--- config.mk ---
export PLATFORM = sky130hd
export DESIGN_NAME = interlaken_latency_sequencer
export DESIGN_NICKNAME = d
export VERILOG_FILES = /design/src/rtl/interlaken_latency_sequencer.sv
export SDC_FILE = /design/constraint.sdc
export NUM_CORES = 1
export LEC_CHECK = 0
export CORE_ASPECT_RATIO = 1.5
export CORE_MARGIN = 3
export CORE_UTILIZATION = 51
export DETAILED_ROUTE_END_ITERATION = 12
export PLACE_DENSITY = 0.74
export RECOVER_POWER = 100
export REMOVE_ABC_BUFFERS = 1
export SYNTH_ARGS = -nofsm -noshare
export SYNTH_HDL_FRONTEND = slang
export SYNTH_SLANG_ARGS = --single-unit
--- constraint.sdc ---
create_clock -name init_clk -period 7.5 [get_ports init_clk]
set_input_delay 1.5 -clock init_clk [delete_from_list [all_inputs] [get_ports init_clk]]
set_output_delay 1.5 -clock init_clk [all_outputs]
set_load 0.02 [all_outputs]
--- src/rtl/interlaken_latency_sequencer.sv ---
// -----------------------------------------------------------------------------
// interlaken_latency_sequencer
//
// Campaign controller for the Interlaken driver/repeater loopback pair. It holds
// the cores in reset, waits for GT lock and RX alignment, then runs NUM_RUNS
// restart-triggered bursts. For each burst it measures the cycles from the
// restart pulse to rx_done and keeps last/min/max/sum statistics. Wait states
// are guarded by a shared timeout, and RX failures abort the campaign.
//
// Optional feature macro: LAT_PM_TICK_EN
//   defined   : pm_tick pulses for one cycle in the cycle after lat_valid
//   undefined : pm_tick is tied to 0
//
// Ports
//   init_clk       sole clock
//   clk_reset      asynchronous active-high reset (async assert, sync release)
//   start          single-cycle campaign start request (accepted in IDLE only)
//   rx_gt_locked   AND of both cores' GT lock
//   rx_aligned     AND of both cores' RX aligned
//   tx_busy        AND of both cores' tx_busy
//   rx_busy        AND of both cores' rx_busy
//   tx_done        AND of both cores' tx_done (not used for sequencing)
//   rx_done        AND of both cores' rx_done
//   rx_failed      OR of both cores' rx_failed
//   sys_reset      core reset
//   tx_rx_restart  one-cycle restart pulse to both cores
//   pm_tick        performance-monitor tick
//   busy           campaign in progress
//   done / error   sticky completion / abort flags, cleared by the next start
//   err_code       0 none, 1 lock TO, 2 align TO, 3 idle/drain TO, 4 busy TO,
//                  5 rx_done TO, 6 rx_failed
//   run_idx        index of the current/last run
//   lat_valid      one-cycle pulse when lat_last is updated
//   lat_last/min/max/sum  latency statistics
// -----------------------------------------------------------------------------
`timescale 1ns/1ps

module interlaken_latency_sequencer #(
  parameter int unsigned NUM_RUNS       = 4,
  parameter int unsigned CNT_W          = 32,
  parameter int unsigned ACC_W          = 40,
  parameter int unsigned RST_HOLD       = 16,
  parameter int unsigned TIMEOUT_CYCLES = 1048575
) (
  input  logic             init_clk,
  input  logic             clk_reset,
  input  logic             start,
  input  logic             rx_gt_locked,
  input  logic             rx_aligned,
  input  logic             tx_busy,
  input  logic             rx_busy,
  input  logic             tx_done,
  input  logic             rx_done,
  input  logic             rx_failed,
  output logic             sys_reset,
  output logic             tx_rx_restart,
  output logic             pm_tick,
  output logic             busy,
  output logic             done,
  output logic             error,
  output logic [2:0]       err_code,
  output logic [7:0]       run_idx,
  output logic             lat_valid,
  output logic [CNT_W-1:0] lat_last,
  output logic [CNT_W-1:0] lat_min,
  output logic [CNT_W-1:0] lat_max,
  output logic [ACC_W-1:0] lat_sum
);

  typedef enum logic [3:0] {
    S_IDLE, S_RST_HOLD, S_LOCK_WAIT, S_ALIGN_WAIT, S_IDLE_WAIT, S_KICK,
    S_BUSY_WAIT, S_MEASURE, S_DRAIN, S_DONE, S_ERROR
  } state_e;

  typedef enum logic [2:0] {
    ERR_NONE      = 3'd0,
    ERR_LOCK_TO   = 3'd1,
    ERR_ALIGN_TO  = 3'd2,
    ERR_IDLE_TO   = 3'd3,
    ERR_BUSY_TO   = 3'd4,
    ERR_RXDONE_TO = 3'd5,
    ERR_RX_FAILED = 3'd6
  } err_e;

  // The 20-bit wait counter also times the reset hold, so RST_HOLD and
  // TIMEOUT_CYCLES must both fit in 20 bits.
  localparam logic [19:0]      HOLD_LAST = 20'(RST_HOLD - 1);
  localparam logic [19:0]      TO_LAST   = 20'(TIMEOUT_CYCLES - 1);
  localparam logic [7:0]       LAST_RUN  = 8'(NUM_RUNS - 1);
  localparam logic [CNT_W-1:0] CNT_MAX   = '1;

  // tx_done is informational only; completion is judged on rx_done.
  logic unused_tx_done;
  assign unused_tx_done = tx_done;

  // Reset synchronizer: asserts immediately, releases two clocks later.
  logic [1:0] rst_sync_q;
  logic       rst;

  always_ff @(posedge init_clk or posedge clk_reset) begin
    if (clk_reset) rst_sync_q <= 2'b11;
    else           rst_sync_q <= {rst_sync_q[0], 1'b0};
  end
  assign rst = rst_sync_q[1];

  state_e           state_q,    state_d;
  logic [19:0]      wait_cnt_q, wait_cnt_d;
  logic [CNT_W-1:0] lat_cnt_q,  lat_cnt_d;
  logic [7:0]       run_idx_q,  run_idx_d;
  logic             done_q,     done_d;
  logic             error_q,    error_d;
  err_e             err_code_q, err_code_d;
  logic             lat_valid_q, lat_valid_d;
  logic [CNT_W-1:0] lat_last_q, lat_last_d;
  logic [CNT_W-1:0] lat_min_q,  lat_min_d;
  logic [CNT_W-1:0] lat_max_q,  lat_max_d;
  logic [ACC_W-1:0] lat_sum_q,  lat_sum_d;
  logic             timed_out;

  // A wait state times out after spending TIMEOUT_CYCLES cycles in it.
  assign timed_out = (wait_cnt_q == TO_LAST);

  always_comb begin
    // NOTE: every signal driven here gets a default first, so no path through
    // the case statement can leave a value unassigned and infer a latch.
    state_d     = state_q;
    wait_cnt_d  = wait_cnt_q;
    lat_cnt_d   = lat_cnt_q;
    run_idx_d   = run_idx_q;
    done_d      = done_q;
    error_d     = error_q;
    err_code_d  = err_code_q;
    lat_valid_d = 1'b0;
    lat_last_d  = lat_last_q;
    lat_min_d   = lat_min_q;
    lat_max_d   = lat_max_q;
    lat_sum_d   = lat_sum_q;

    case (state_q)
      S_IDLE: begin
        if (start) begin
          state_d    = S_RST_HOLD;
          done_d     = 1'b0;
          error_d    = 1'b0;
          err_code_d = ERR_NONE;
          run_idx_d  = 8'd0;
          lat_last_d = '0;
          lat_min_d  = '1;
          lat_max_d  = '0;
          lat_sum_d  = '0;
        end
      end
      S_RST_HOLD: begin
        if (wait_cnt_q == HOLD_LAST) state_d = S_LOCK_WAIT;
      end
      S_LOCK_WAIT: begin
        if (rx_gt_locked)   state_d = S_ALIGN_WAIT;
        else if (timed_out) begin state_d = S_ERROR; err_code_d = ERR_LOCK_TO; end
      end
      S_ALIGN_WAIT: begin
        if (rx_aligned)     state_d = S_IDLE_WAIT;
        else if (timed_out) begin state_d = S_ERROR; err_code_d = ERR_ALIGN_TO; end
      end
      S_IDLE_WAIT: begin
        if (!tx_busy && !rx_busy) state_d = S_KICK;
        else if (timed_out)       begin state_d = S_ERROR; err_code_d = ERR_IDLE_TO; end
      end
      S_KICK: begin
        state_d = S_BUSY_WAIT;
      end
      S_BUSY_WAIT: begin
        if (rx_failed)               begin state_d = S_ERROR; err_code_d = ERR_RX_FAILED; end
        else if (tx_busy && rx_busy) state_d = S_MEASURE;
        else if (timed_out)          begin state_d = S_ERROR; err_code_d = ERR_BUSY_TO; end
      end
      S_MEASURE: begin
        // rx_failed outranks a simultaneous rx_done: the run is discarded.
        if (rx_failed) begin
          state_d    = S_ERROR;
          err_code_d = ERR_RX_FAILED;
        end else if (rx_done) begin
          state_d     = S_DRAIN;
          lat_valid_d = 1'b1;
          lat_last_d  = lat_cnt_q;
          lat_min_d   = (lat_cnt_q < lat_min_q) ? lat_cnt_q : lat_min_q;
          lat_max_d   = (lat_cnt_q > lat_max_q) ? lat_cnt_q : lat_max_q;
          lat_sum_d   = lat_sum_q + ACC_W'(lat_cnt_q);
        end else if (timed_out) begin
          state_d    = S_ERROR;
          err_code_d = ERR_RXDONE_TO;
        end
      end
      S_DRAIN: begin
        if (rx_failed) begin
          state_d    = S_ERROR;
          err_code_d = ERR_RX_FAILED;
        end else if (!tx_busy && !rx_busy) begin
          if (run_idx_q == LAST_RUN) begin
            state_d = S_DONE;
          end else begin
            state_d   = S_KICK;
            run_idx_d = run_idx_q + 8'd1;
          end
        end else if (timed_out) begin
          state_d    = S_ERROR;
          err_code_d = ERR_IDLE_TO;
        end
      end
      S_DONE:  state_d = S_IDLE;
      S_ERROR: state_d = S_IDLE;
      default: state_d = S_IDLE;
    endcase

    // DONE and ERROR last one cycle, so state_d names them only on entry.
    if (state_d == S_DONE)  done_d  = 1'b1;
    if (state_d == S_ERROR) error_d = 1'b1;

    // Shared wait timer: restarts on every state change.
    if (state_d != state_q) begin
      wait_cnt_d = '0;
    end else if (state_q inside {S_RST_HOLD, S_LOCK_WAIT, S_ALIGN_WAIT, S_IDLE_WAIT,
                                 S_BUSY_WAIT, S_MEASURE, S_DRAIN}) begin
      wait_cnt_d = wait_cnt_q + 20'd1;
    end

    // Latency reads 0 during the KICK cycle and saturates at all-ones.
    if (state_d == S_KICK) begin
      lat_cnt_d = '0;
    end else if ((state_q inside {S_KICK, S_BUSY_WAIT, S_MEASURE}) &&
                 (lat_cnt_q != CNT_MAX)) begin
      lat_cnt_d = lat_cnt_q + 1'b1;
    end
  end

  // NOTE: state registers use non-blocking assignments so every flop samples
  // the pre-edge values regardless of statement order.
  always_ff @(posedge init_clk or posedge rst) begin
    if (rst) begin
      state_q     <= S_IDLE;
      wait_cnt_q  <= '0;
      lat_cnt_q   <= '0;
      run_idx_q   <= '0;
      done_q      <= 1'b0;
      error_q     <= 1'b0;
      err_code_q  <= ERR_NONE;
      lat_valid_q <= 1'b0;
      lat_last_q  <= '0;
      lat_min_q   <= '1;
      lat_max_q   <= '0;
      lat_sum_q   <= '0;
    end else begin
      state_q     <= state_d;
      wait_cnt_q  <= wait_cnt_d;
      lat_cnt_q   <= lat_cnt_d;
      run_idx_q   <= run_idx_d;
      done_q      <= done_d;
      error_q     <= error_d;
      err_code_q  <= err_code_d;
      lat_valid_q <= lat_valid_d;
      lat_last_q  <= lat_last_d;
      lat_min_q   <= lat_min_d;
      lat_max_q   <= lat_max_d;
      lat_sum_q   <= lat_sum_d;
    end
  end

`ifdef LAT_PM_TICK_EN
  logic pm_tick_q;

  always_ff @(posedge init_clk or posedge rst) begin
    if (rst) pm_tick_q <= 1'b0;
    else     pm_tick_q <= lat_valid_q;
  end
  assign pm_tick = pm_tick_q;
`else
  assign pm_tick = 1'b0;
`endif

  // Moore outputs decoded straight from the state register.
  assign sys_reset     = state_q inside {S_IDLE, S_RST_HOLD, S_ERROR};
  assign tx_rx_restart = (state_q == S_KICK);
  assign busy          = !(state_q inside {S_IDLE, S_DONE, S_ERROR});

  assign done      = done_q;
  assign error     = error_q;
  assign err_code  = err_code_q;
  assign run_idx   = run_idx_q;
  assign lat_valid = lat_valid_q;
  assign lat_last  = lat_last_q;
  assign lat_min   = lat_min_q;
  assign lat_max   = lat_max_q;
  assign lat_sum   = lat_sum_q;

endmodule

; ---- Yosys cells after proc, flatten, opt, wreduce, memory -nomap -nowiden
; Index checks and enable logic that the tools add are counted.
[word_totals]
input_bits = 10
out_inout_bits = 154
word_cells = 142
ff_bits = 208
[classes]
add_sub_neg = 4
n_lt_le_gt_ge = 2
n_reduce_logical = 27
eq_ne = 34
mux = 62
[ops]
columns = cell, n
row1 = $mux 32, 12
row2 = $pmux 32 s2, 3
row3 = $mux 40, 3
row4 = $pmux 40 s2, 1
row5 = $mux 4, 13
row6 = $mux 3, 14
row7 = $add 40x32->40, 1
row8 = $mux 20, 2
row9 = $pmux 4 s9, 1
row10 = $add 32x1->32 const B, 1
row11 = $gt 32x32->1, 1
row12 = $lt 32x32->1, 1
row13 = $mux 8, 4
row14 = $ne 32x32->1 const B, 1
row15 = $ne 2x2->1 const B, 12
row16 = $pmux 3 s7, 1
row17 = $add 20x1->20 const B, 1
row18 = $eq 20x20->1 const B, 1
row19 = $eq 20x4->1 const B, 1
row20 = $eq 4x3->1 const B, 5
row21 = $eq 4x4->1 const B, 5
row22 = $pmux 8 s2, 1
row23 = $reduce_bool 2->1, 8
row24 = $reduce_and 5->1, 3
row25 = other kinds (15), 33

; ---- Longest topological paths before layout
; Gate-level depths: netlist of the first run.
[depth]
word_depth = 8
depth_mapped = 13
mapped_depth_nobuf = 11

; ---- Worst setup path before layout of the first run
; No wires, ideal clock.
[synth_timing]
kind = in2reg
from = input port rx_busy
to = register wait_cnt_q[1]
arrival_ns = 3.334
n_path_buf = 1
path_stages = 9
t_required_ns = 7.411
setup_slack_ns = 4.078
setup_ns = 0.089
cell_sequence = or2_2 > a32o_1 > o22ai_1 > nand4_2 > or2_2 > a211oi_1 > o21ai_2 > buf_6 > a211oi_4
[synth_between]
elab_chain_cells = 7
word_cells_on_any_way = 12
classes_between = eq/ne: 1 / mux: 7 / reduce/logical: 4
[synth_lines]
columns = element, line_no
row1 = "start, declared", 51  ; input logic rx_busy,
row2 = $logic_not 1->1, "165, 197"
row3 = $logic_and 1x1->1, "165, 197"
row4 = $mux 4, 197  ; end else if (!tx_busy && !rx_busy) begin
row5 = $mux 4, 194  ; if (rx_failed) begin
row6 = $pmux 4 s9 *, 139  ; case (state_q)
row7 = via state_d[3], 106  ; state_e state_q, state_d;
row8 = $ne 4x4->1 *, 219  ; if (state_d != state_q) begin
row9 = $mux 20 / $reduce_bool 2->1 (equally long branches), n/a
row10 = "end signal, assigned", 253  ; wait_cnt_q <= wait_cnt_d;
row11 = "end, declared", 107  ; logic [19:0] wait_cnt_q, wait_cnt_d;
; Mark *: on every way through the listed nets, which the timed path passes. The rest lies on a longest branch.
; A chain may end at the register's enable or synchronous reset.

; ---- Worst setup path in the final report of the first run
[layout_timing]
from = input port rx_failed
to = register lat_min_q[17], in the netlist lat_min[17]
[layout_between]
elab_chain_cells = 2
[layout_lines]
columns = element, line_no
row1 = "start, declared", 54  ; input logic rx_failed,
row2 = $ne 2x2->1 (no source line), n/a
row3 = $reduce_and 5->1 (no source line), n/a
row4 = "end signal, assigned", 261  ; lat_min_q <= lat_min_d;
row5 = "end, declared", 115  ; logic [CNT_W-1:0] lat_min_q, lat_min_d;
; No other way between the ends.

==> results of run 1 <==
-- synth_stat cells, types with 15 or more instances --
| master | number | share of area |
|---|---|---|
| dfrtp_1 | 174 | 0.35 |
| nand2_1 | 139 | 0.042 |
| nor2_1 | 107 | 0.032 |
| ha_1 | 99 | 0.10 |
| o21ai_0 | 87 | 0.035 |
| inv_1 | 81 | 0.025 |
| a21oi_1 | 58 | 0.023 |
| xor2_1 | 48 | 0.034 |
| nand3_1 | 45 | 0.018 |
| a21o_1 | 43 | 0.026 |
| o22a_1 | 35 | 0.025 |
| dfstp_2 | 34 | 0.072 |
| nand4_1 | 33 | 0.017 |
| xnor2_1 | 33 | 0.023 |
| mux2i_1 | 28 | 0.023 |
| clkbuf_1 | 26 | 0.0079 |
| mux2_2 | 19 | 0.017 |
| buf_2 | 15 | 0.0061 |
| nor3_1 | 15 | 0.0061 |
-- cell families (layout without fill, tap and decap cells) --
| group | count (synthesis) | in the layout | synth area share |
|---|---|---|---|
| muxes | 47 | 47 | 0.0398 |
| other | 1 | 3 | 0.000302 |
| adders and majority gates | 100 | 100 | 0.101 |
| and+or+nand+nor | 425 | 425 | 0.166 |
| buffers and inverters | 138 | 290 | 0.0464 |
| AOI/OAI and AO/OA | 308 | 308 | 0.165 |
| DFF | 208 | 208 | 0.423 |
| xor gates and xnor gates | 82 | 82 | 0.0585 |
-- power by group through the flow --
stage	combinational, mW	sequential, mW	clock, mW
6_report	1.44	1.48	1.11
5_1_grt	1.61	1.49	1.17
4_1_cts	1.48	1.48	1.13
3_5_place_dp	1.47	1.50	0
3_3_place_gp	1.44	1.50	0
2_1_floorplan	0.973	1.46	0
-- metal layers --
metal,wire [um],vias to the layer above,global-route usage
met5,0,-,0
met4,1550,0,0.112
met3,1250,89,0.0349
met2,17100,242,0.463
met1,12400,5011,0.269
li1,-,4916,-
-- critical path, stage by stage --
cell           delay [ps]
dlygate4sd3_1         690
nor2_1                370
nand3_1               120
buf_4                 250
clkinv_1              350
nor2_4                230
a21oi_1              1980
o22a_1                310
-- worst paths after layout --
| check | to | slack (ps) |
|---|---|---|
| setup / recovery | lat_min[17] | 2080 |
| hold / removal | rst_sync_q[1] | 360 |
| setup reg to reg | lat_sum[20] | 2500 |
| hold reg to reg | rst_sync_q[1] | 360 |
| max in group asynchronous | lat_sum[20] | 2500 |
| min in group asynchronous | rst_sync_q[1] | 1450 |
-- registers in the layout, indices dropped and copies added (netlist names) --
signal and count:
wait_cnt_q 20, err_code 3, lat_min 32, lat_last 32
lat_cnt_q 32, lat_max 32, done 1, state_q 4
lat_valid 1, error 1, rst_sync_q 2, run_idx 8
lat_sum 40
-- final cells by class --
cell class                 instances  area, sq um
clock inverter                     6         60.1
sequential                       208         5250
tap                              319          399
multi-input combinational        964         6600
clock buffer                      34          677
inverter                          82          308
timing repair buffer             168         1660
antenna                            1         2.50
fill                            2036         8870
-- stage by stage --
stage / setup WS, ps / util / power, mW
finish: 2080 / 0.628 / 4.03
CTS: 2700 / 0.629 / 4.09
global placement: 2230 / 0.598 / 2.94
floorplan: 1390 / - / 2.44
detailed placement: 2150 / 0.598 / 2.96
global route: 1510 / 0.628 / 4.28
==> results.cfg, run 1 <==
[status]
status = complete, but fails checks
violations = capacitance limit, slew limit

[drt]
drc_errors = 0
postRouteAntennaNets = 0
vias = 10300
viasPerCell = 5.76
wl_um = 32300
drt_iter0_markers = 579
wl_per_cell_um = 18.1
drt_pass1_iterations = 5

[finish]
fin_cells = 1782
fin_nets = 1556
drive_gt1_frac = 0.0807
layout_common_cells = dfrtp_1, dlygate4sd3_1, nand2_1
final_common_cell = dfrtp_1
area.growth.synth_to_final_pct = 20.5
fin_area_sq_mm = 0.0150

[synth]
yosysSeqAreaShare = 0.423
synth-seq-cells = 208
avgSynthCellArea_sq_um = 9.48
ys_warn_count = 0
synth_top_flop_cell = dfrtp_1
ys_types = 77
syn_area_sq_mm = 0.0124
synth_edf_count = 0
async_flop_share = 1.00
syn_inst = 1309

[hold_path]
min_path_cells = 0
min_path_type = reg -> reg
hp-start = rst_sync_q[0]

[power_and_ir_drop]
intPower_mw = 2.44
combPwrFrac = 0.358
power_density_mw_per_mm2 = 270
switchingPower_mw = 1.59
netSwitchingFraction = 0.394
leakage_nw = 7.40
seq_power_share = 0.366
vdd_drop_max_v = 0.000325
p_clk_frac = 0.276

[clock_network]
clock-root-buffer = clkbuf_16
clk_latency_ps = 510
cts.path.max_buffers = 3
htree_num_levels = 1
cts_resized = 0
cts_buffers = 22
clkTransAtPathRegs_ps = 60
cts_hold_buf = 0
cts_tree = built
post_cts_buffers = 0
clock-sinks = 208

[timing]
rsz0062_at_grt = no
fmax_ghz = 0.184
slew_headroom = -2.24
setup_viol = 0
final_max_slew_viol_count = 250
fin_skew_ps = 10.8
max_slew.worst_pin.slew_ps = 4860
finalCriticalPeriod_ps = 5420
whs_ps = 362
tns_ps = 0
finalHoldViolations = 0
timing.final.crit_share = 0.723

[die]
rows = 69
core-area_sq_mm = 0.0238
pin_count = 164
die_x_um = 133
start_util = 0.521
die_h_um = 197
die-area_sq_mm = 0.0263

[critical_path]
path_max_fanout = 32
startpoint_type = input pin
reg2reg_from = rst_sync_q[1]
end_kind = register
crit_required_ps = 7940
rr_worst_depth = 2
cp.arrival_ps = 5860
worst-setup-path-type = in -> reg
startpoint = rx_failed

[placed_design]
port_buffers = 161
gp_congestion = 0.920
placed_area_sq_mm = 0.0142
dp.cells = 1741
hpwl_um = 23600

[global_route]
grt-ovfl-total = 0
grt_pass1_wl_um = 52900
grt_pass1_vias = 10400
grt_usage = 0.245
antenna_found_initial = 1
grt_max_degree = 130

[flow_run]
drv_cap = 5
Power figures use the tool's default switching activity.
==> run 2: changes to the inputs <==
Clock period 7.5 ns to 5.2 ns, I/O delays scaled along.
==> run 2 against run 1 <==
  * The run still ends with capacitance limit, slew limit left
  * Die area unchanged
  * Via count rose by 0.26%
  * Cell count rose by 0.11%
  * Global-route usage about the same
  * Flip-flop and latch count stayed put
  * Utilization is 0.36 points higher
  * Hold slack better by 5.2 ps
  * Worst setup slack lost 1300 ps
  * Wire length grew 0.95%
  * Non-clock buffer count rose by 3
  * Final area rose by 0.58%
  * Clock-buffer cell count decreased by 3
  * Largest power group unchanged
  * Highest routed layer unchanged
==> results.cfg, run 2 (synthesized netlist as in run 1, its figures left out) <==
[status]
status = complete, but fails checks
violations = capacitance limit, slew limit

[global_route]
grt_pass1_wl_um = 52600
antenna_found_initial = 0
grt_pass1_vias = 10200
grt_usage = 0.245
grt-ovfl-total = 0
grt_max_degree = 116

[power_and_ir_drop]
power_density_mw_per_mm2 = 396
leakage_nw = 7.44
vdd_drop_max_v = 0.000467
total_power_mw = 5.96

[drt]
postRouteAntennaNets = 0
drc_errors = 0
drt_pass1_iterations = 5
drt_iter0_markers = 495
wl_um = 32600
wl_per_cell_um = 18.3
viasPerCell = 5.77
vias = 10300

[clock_network]
cts_buffers = 22
cts_resized = 0
cts_hold_buf = 0
cts_tree = built
cts.path.max_buffers = 3
post_cts_buffers = 0
clkTransAtPathRegs_ps = 60
clock-sinks = 208
htree_num_levels = 1
clock-root-buffer = clkbuf_16
clk_latency_ps = 510

[die]
start_util = 0.521
die_h_um = 197
die_x_um = 133
pin_count = 164
die-area_sq_mm = 0.0263
core-area_sq_mm = 0.0238
rows = 69

[critical_path]
end_kind = register
worst-setup-path-type = in -> reg
critPathCapture = lat_min[17]
startpoint_type = input pin
r2r_slack_ps = 930
critical_path.max_stage_delay_ps = 1140
crit_chain = dlygate4sd3_1 -> nor2_1 -> nand3_1 -> clkinv_1 -> nor2_1 -> buf_12 -> a21oi_1 -> clkbuf_1 -> o22a_1
reg2reg_to = lat_min[17]
startpoint = rx_failed
reg2reg_from = state_q[0]
critPathMostFrequentCell = nor2_1
cp_slowest_cell = clkbuf_1
path_max_fanout = 83
cp.arrival_ps = 4830
crit_required_ps = 5640
rr_worst_depth = 9

[finish]
fin_nets = 1559
fin_cells = 1784
drive_gt1_frac = 0.0819
area.growth.synth_to_final_pct = 21.2
diodes = 0
fin_area_sq_mm = 0.0150
largest_register_ffs = 40
final_common_cell = dfrtp_1
layout_common_cells = dfrtp_1, dlygate4sd3_1, nand2_1

[timing]
setup_ws_ps = 810
finalHoldViolations = 0
timing.final.crit_share = 0.844
finalCriticalPeriod_ps = 4390
setup_viol = 0
rsz0062_at_grt = no
max_slew.worst_pin.slew_ps = 2520
fmax_ghz = 0.228
whs_ps = 367
slew_headroom = -0.678
fin_skew_ps = 9.53
final_max_slew_viol_count = 203

[placed_design]
placed_area_sq_mm = 0.0143
gp_congestion = 0.906
port_buffers = 161
hpwl_um = 23900
dp_slack_ps = 1010
dp.cells = 1744

[flow_run]
drv_cap = 4

[hold_path]
min_path_type = reg -> reg
hp-start = rst_sync_q[0]
==> run 2: cell count changes in the layout (fill, tap and decap cells not counted), sizes merged <==
cell	change
buf	-1
clkdlybuf4s50	+1
diode	-1
bufinv	+3
clkbuf	+1
dlygate4sd3	-1
==> run 2: per-layer routing <==
metal | wire length (um) | up-vias | track usage
met5 | 0 | - | 0
li1 | - | 4934 | -
met2 | 17200 | 282 | 0.456
met4 | 1530 | 0 | 0.113
met1 | 12300 | 4978 | 0.275
met3 | 1550 | 91 | 0.0334
==> run 2: report_power, final <==
part / leakage, nW / internal [mW] / switching [mW]
combinational: 4.27 / 0.785 / 1.27
clock: 0.396 / 1.08 / 0.665
sequential: 2.78 / 1.79 / 0.378
total: 7.44 / 3.65 / 2.31
==> run 2: worst max-delay path, delay by kind of cell <==
family                 cells  cell delay, ps
buffers and inverters      4            2280
and+or+nand+nor            3            1000
AOI/OAI and AO/OA          2             440
==> run 2: worst min path at each step <==
stage	depth (start not counted)	end
global placement	0	rst_sync_q[1]
CTS	0	rst_sync_q[1]
floorplan	0	rst_sync_q[1]
global route	0	rst_sync_q[1]
finish	0	rst_sync_q[1]
detailed placement	0	rst_sync_q[1]
==> run 2: layout make-up <==
cell class	count	area, sq um
clock buffer	31	656
clock inverter	9	151
fill	2045	8790
inverter	82	312
multi-input combinational	964	6590
sequential	208	5250
tap	319	399
timing repair buffer	171	1680
==> run 2: metrics by stage <==
step | setup TNS, ps | util
CTS | 0 | 0.633
global route | 0 | 0.631
floorplan | -144640 | -
global placement | 0 | 0.599
detailed placement | 0 | 0.599
finish | 0 | 0.631
